## src/rtl/audio_pkg.sv

```systemverilog
// audio_pkg: shared sample/frame types, frame geometry and feeder state encoding.
package audio_pkg;
    typedef logic signed [15:0] sample_t;
    typedef struct packed {
        sample_t left;
        sample_t right;
    } stereo_frame_t;
    localparam int FRAME_BITS = 32;
    localparam int SLOT_BITS = 16;
    typedef enum logic {FEED_IDLE, FEED_RUN} feed_state_t;
endpackage

```

## src/rtl/sample_fifo.sv

```systemverilog
// sample_fifo: synchronous FIFO, no bypass in either direction.
// Ports: clk, rst_n (sync, active-low, flushes), push/wrData, pop/rdData (rdData shows head),
//        full, empty, level (entries stored).
module sample_fifo #(
    parameter int DEPTH = 8,
    parameter int WIDTH = 32
) (
    input  logic                     clk,
    input  logic                     rst_n,
    input  logic                     push,
    input  logic [WIDTH-1:0]         wrData,
    input  logic                     pop,
    output logic [WIDTH-1:0]         rdData,
    output logic                     full,
    output logic                     empty,
    output logic [$clog2(DEPTH):0]   level
);
    localparam int AW = $clog2(DEPTH);
    logic [WIDTH-1:0] mem [DEPTH];
    logic [AW-1:0] wrPtr;
    logic [AW-1:0] rdPtr;
    logic doPush;
    logic doPop;
    assign full = level == (AW+1)'(DEPTH);
    assign empty = level == '0;
    assign doPush = push && !full;
    assign doPop = pop && !empty;
    assign rdData = mem[rdPtr];
    always_ff @(posedge clk) begin
        if (!rst_n) begin
            wrPtr <= '0;
            rdPtr <= '0;
            level <= '0;
        end else begin
            if (doPush) wrPtr <= wrPtr + AW'(1);
            if (doPop) rdPtr <= rdPtr + AW'(1);
            level <= level + (AW+1)'(doPush) - (AW+1)'(doPop);
        end
    end
    always_ff @(posedge clk) if (doPush) mem[wrPtr] <= wrData;
endmodule

```

## src/rtl/i2s_sample_feeder.sv

```systemverilog
// i2s_sample_feeder: buffers stereo frames and sequences them onto I2S bitclk/lrclk timing.
// Ports: clk, rst_n (sync, active-low), enable, sampleLeft/sampleRight/sampleValid/sampleReady
//        (producer handshake), bitclk, lrclk, dataOut (parallel word for the transmitter),
//        fifoLevel, underflowCount (saturating).
module i2s_sample_feeder
    import audio_pkg::*;
#(
    parameter int CLK_DIV = 4,
    parameter int FIFO_DEPTH = 8
) (
    input  logic                          clk,
    input  logic                          rst_n,
    input  logic                          enable,
    input  logic [15:0]                   sampleLeft,
    input  logic [15:0]                   sampleRight,
    input  logic                          sampleValid,
    output logic                          sampleReady,
    output logic                          bitclk,
    output logic                          lrclk,
    output logic [15:0]                   dataOut,
    output logic [$clog2(FIFO_DEPTH):0]   fifoLevel,
    output logic [7:0]                    underflowCount
);
    localparam int DW = $clog2(CLK_DIV);
    localparam int BW = $clog2(FRAME_BITS);
    feed_state_t state;
    feed_state_t nextState;
    logic startLoad;
    logic running;
    logic [DW-1:0] divCnt;
    logic [BW-1:0] bitCount;
    logic divTerm;
    logic rise;
    logic fall;
    logic popNow;
    logic rightNow;
    logic full;
    logic empty;
    sample_t rightHeld;
    stereo_frame_t wrFrame;
    stereo_frame_t rdFrame;

    assign sampleReady = rst_n && !full;
    assign wrFrame = '{left: sampleLeft, right: sampleRight};

    sample_fifo #(.DEPTH(FIFO_DEPTH), .WIDTH($bits(stereo_frame_t))) fifo (
        .clk(clk),
        .rst_n(rst_n),
        .push(sampleValid && sampleReady),
        .wrData(wrFrame),
        .pop(popNow),
        .rdData(rdFrame),
        .full(full),
        .empty(empty),
        .level(fifoLevel)
    );

    always_ff @(posedge clk) state <= !rst_n ? FEED_IDLE : nextState;

    always_comb nextState = enable ? FEED_RUN : FEED_IDLE;

    // The first enabled cycle acts as the bitCount-31 falling transition, so every frame,
    // including the first, gets a full 16-bit left slot.
    always_comb begin
        startLoad = state == FEED_IDLE && enable;
        running = state == FEED_RUN && enable;
    end

    assign divTerm = divCnt == DW'(CLK_DIV - 1);
    assign rise = running && divTerm && !bitclk;
    assign fall = running && divTerm && bitclk;
    assign popNow = startLoad || (fall && bitCount == BW'(FRAME_BITS - 1));
    assign rightNow = fall && bitCount == BW'(SLOT_BITS - 1);

    always_ff @(posedge clk) begin
        if (!rst_n || !enable) begin
            divCnt <= '0;
            bitclk <= 1'b0;
            lrclk <= 1'b0;
            bitCount <= '0;
            dataOut <= '0;
            rightHeld <= '0;
        end else begin
            if (startLoad) begin
                divCnt <= '0;
                bitCount <= BW'(FRAME_BITS - 1);
            end else begin
                divCnt <= divTerm ? '0 : divCnt + DW'(1);
                if (divTerm) bitclk <= !bitclk;
                if (rise) bitCount <= bitCount + BW'(1);
            end
            if (popNow) begin
                lrclk <= 1'b0;
                dataOut <= empty ? '0 : rdFrame.left;
                rightHeld <= empty ? '0 : rdFrame.right;
            end
            if (rightNow) begin
                lrclk <= 1'b1;
                dataOut <= rightHeld;
            end
        end
    end

    always_ff @(posedge clk) begin
        if (!rst_n) underflowCount <= '0;
        else if (popNow && empty && underflowCount != 8'hFF) underflowCount <= underflowCount + 8'd1;
    end
endmodule

```

## config.mk

```make
export PLATFORM = sky130hd
export DESIGN_NAME = i2s_sample_feeder
export DESIGN_NICKNAME = d
export VERILOG_FILES = /design/src/rtl/audio_pkg.sv /design/src/rtl/sample_fifo.sv /design/src/rtl/i2s_sample_feeder.sv
export SDC_FILE = /design/constraint.sdc
export NUM_CORES = 1
export LEC_CHECK = 0
export BUFFER_PORTS_ARGS = -buffer_cell sky130_fd_sc_hd__buf_2
export CAP_MARGIN = 20
export CORE_ASPECT_RATIO = 2
export CORE_MARGIN = 4
export CORE_UTILIZATION = 60
export DETAILED_ROUTE_END_ITERATION = 6
export PLACE_DENSITY_LB_ADDON = 0.2
export SLEW_MARGIN = 5
export SYNTH_ARGS = -nofsm -noshare
export SYNTH_HDL_FRONTEND = slang
export SYNTH_SLANG_ARGS = --single-unit
```

## constraint.sdc

```tcl
create_clock -name clk -period 5.8 [get_ports clk]
set_input_delay 0.29 -clock clk [delete_from_list [all_inputs] [get_ports clk]]
set_output_delay 0.29 -clock clk [all_outputs]
set_load 0.05 [all_outputs]
```

==> key figures <==
Pwr
  – P_leak: 0.00454 µW
  – Worst VDD drop: ~360 µV
  – PnR Total Power: approximately 5300 µW
  – Power density over the cells: 378 mW/mm²

Yosys
  – Mean Syn Cell Area: 19.3 µm²
  – Main flop type after synthesis: edfxtp_1
  – Mux contribution to synthesized area: approximately 15%
  – Post-synthesis xor/xnor area fraction: 0.641%
  – Async S/R FF share, synth: 0%
  – Post-synth EDFFs: 256
  – #FFs+latches synth: 319
  – Library cells used by synthesis: roughly 50
  – Synthesized area: 0.0123 mm²
  – Ranking of synthesized cells by area: edfxtp_1 63%, mux4_2 12%, dfxtp_1 10%
  – Yosys warning count: 0
  – Synth area leader: edfxtp_1
  – Dominant combinational cell family by area after synthesis: multiplexers
  – Synth Area in Simple Gates: 3.42%
  – Count leader, synth: edfxtp_1
  – Compound-Gate Fraction of Synth Area: 4.93%
  – Area share of the largest cell type after synthesis: 62.5%
  – Post-synth top cells: 256 x edfxtp_1, 64 x mux4_2, 63 x dfxtp_1
  – Synth Area in Adders: 1.38%
  – Sequential fraction of the synthesis area: 72.8%
  – Mapped Cells: 638
  – Synthesized Nets: 687

Timing
  – Relative slew slack: 43.3%
  – Final worst clock skew: between 0.02 and 0.025 ns
  – Max Clk Rate: 325 MHz
  – RSZ-0062 raised after global routing: false
  – Final critical-path share of the clock period: 53.1%
  – Setup TNS Final: 0 ns
  – Tightest Pin Transition: 0.850 ns
  – Clock period minus worst slack: 3.08 ns
  – Final Hold Viols: 0
  – Final Max Slew Viols: 0
  – Endpoints failing setup: 0

Job
  – Maxcap violations: 0

Global routing
  – All-layer global routing usage: 21.7%
  – M2 GR Usage: 39.3%
  – Initial antenna violation count: 1
  – Vias in the first global route: 6,536
  – Routing usage on met1: 25.9%
  – M3 GR Usage: 3.19%
  – Busiest layer in global routing: met2
  – Gr ovfl total: 0
  – First-pass GRT wire length: 37,100 µm
  – Largest net degree at the start of global routing: 50

Setup path
  – Cell chain of the critical path: ha_1 -> and3_1 -> ha_1 -> nand4_2 -> a211oi_4 -> nand2b_1 -> o22ai_1
  – Crit start category: flip-flop
  – Critical path's slowest cell: a211oi_4
  – FF-to-FF Start: bitCount[0]$_SDFFE_PP0P_
  – CP Class: reg -> reg
  – Crit path capture type: flip-flop
  – WP data required: 6.24 ns
  – Crit-path max FO: 17
  – WP buf/inv: 0
  – Worst EP arrival: 3.52 ns
  – R2R cell count: 7
  – Delay-heaviest family, CP: compound AO/OA/AOI/OAI gates
  – Max stage delay on crit path: 0.79 ns
  – Crit path top cell by count: ha_1
  – FF-to-FF setup slack: 2.72 ns
  – RR Endpoint: dataOut[4]$_SDFFE_PP0P_

Drt
  – Wire per inst: ~24 µm
  – Initial drt markers: 415
  – Via count: about 6,200
  – Drt pass-1 iters: 5
  – DRC Markers: 0
  – DR vias/cell: between 6 and 7
  – ANT nets after route: 0
  – DRT Wirelength: 24,000 µm

Final layout
  – Layout Cells excl Fill: 991
  – Diode count: 0
  – Final design utilization: 69.4%
  – Area Growth Syn to Fin: 12.9%
  – Layout fillers: 1,284
  – Area of the multi-input gates: 0.00316 mm²
  – Design Area, Final: around 0.014 mm²
  – Reg area: 0.00895 mm²
  – Nets@finish: approximately 760
  – Layout cell share with drive strength beyond 1: 30.9%

Floorplanning
  – Die area: 0.0230 mm²
  – Die X: 109 µm
  – Starting Density: 61.5%
  – I/O Pins: 67
  – Die Y-Extent: roughly 210 µm
  – Core Area: 0.0200 mm²
  – Core Rows: 73

Clocking
  – Clk_lat worst skew: 0.54 ns
  – CTS Hold Bufs: 0
  – Clk slew on worst S/H paths: 0.07 ns
  – TritonCTS clock tree: built
  – CTS H-tree lvls: 1
  – Clock sinks: 319
  – Num CTS Buffers: 27
  – Clk buf depth: 3
  – Post-CTS Setup Bufs: 0
  – Post-CTS Resized: 0
  – Root buf cell: clkbuf_16

Min path
  – Hold depth: 1
  – Hold Path Class: in -> reg
  – Hold endpoint: fifo.mem[0][28]$_DFFE_PP_
  – Hold path startpoint: sampleLeft[12]

Place
  – Hpwl dp: ~14,000 µm
  – IO buf count: 66
  – GP Congestion: 0.802
  – Dpl cells: 940
  – Dpl cell area: around 0.013 mm²

Outcome
  – Status: completed
## placed cells by master (no fill, tap or decap), types with 3 or more instances in the layout
cell type	n
a21boi_1	3
a21oi_1	8
a22o_1	16
a22oi_1	16
and2_1	8
and3_1	4
buf_16	3
buf_2	66
buf_4	9
bufinv_16	4
clkbuf_1	5
clkbuf_16	27
clkbuf_8	3
clkinv_2	6
dfxtp_1	60
edfxtp_1	256
ha_1	12
inv_1	9
mux2_2	16
mux2i_1	21
mux4_2	64
nand2_1	14
nand2b_1	9
nand3_1	8
nor2_1	5
nor2_4	3
nor2b_1	3
nor3_2	4
o22ai_1	11
o22ai_2	5
o31ai_1	4
or4_1	3
xor2_1	7
## logic make-up (layout without fill, tap and decap cells)
family | after synthesis | after routing
xor+xnor | 9 | 9
buf+inv | 45 | 136
fa+ha+maj | 13 | 13
flops | 319 | 319
simple gates | 74 | 74
mux | 101 | 101
compound gates | 77 | 77
## state kept, by name, indices dropped and copies added (netlist names), named ones only
signal and count:
fifo.level 4, dataOut 16, fifo.wrPtr 3, underflowCount 8, lrclk 1, fifo.mem 256
rightHeld 16, fifo.rdPtr 3, bitclk 1, divCnt 2, bitCount 5, state 1
## layout make-up
cell class                      count  share of cell area, %
Tap cell                          262                   2.36
Clock buffer                       35                   5.30
Clock inverter                     14                   1.31
Inverter                            9                  0.243
Timing Repair Buffer               78                   3.46
Multi-Input combinational cell    274                   22.8
Sequential cell                   319                   64.5
## per-stage QoR
step	hold slack, ns	setup WS (ns)
6_report	0.0255	2.72
5_1_grt	0.0314	2.54
4_1_cts	0.00899	2.68
3_5_place_dp	0.422	2.73
3_3_place_gp	0.416	2.87
2_1_floorplan	0.389	0.302
## metal layers
| metal | share of wire [%] | vias to the layer above | wire, µm |
|---|---|---|---|
| met5 | 0 | - | 0 |
| met4 | 3.1 | 0 | 755 |
| met3 | 4.4 | 41 | 1060 |
| met2 | 55 | 174 | 13200 |
| met1 | 38 | 3231 | 9010 |
| li1 | - | 2729 | - |
## power breakdown
group | internal [µW] | switching (µW) | total, µW
clock network | 1080 | 773 | 1850
registers | 2560 | 99.8 | 2660
logic | 337 | 400 | 737
total | 3980 | 1270 | 5250
## worst max-delay path by stage
stage	to	cells after the start	start
final	dataOut[4]$_SDFFE_PP0P_	7	bitCount[0]$_SDFFE_PP0P_
after global routing	dataOut[12]$_SDFFE_PP0P_	7	bitCount[0]$_SDFFE_PP0P_
after CTS	dataOut[4]$_SDFFE_PP0P_	7	bitCount[0]$_SDFFE_PP0P_
after detailed placement	dataOut[4]$_SDFFE_PP0P_	5	rst_n
after global placement	dataOut[4]$_SDFFE_PP0P_	5	rst_n
after floorplan	fifo.mem[4][0]$_DFFE_PP_	7	fifo.level[2]$_SDFF_PN0_
No activity file was read; power rests on OpenSTA's default activity.
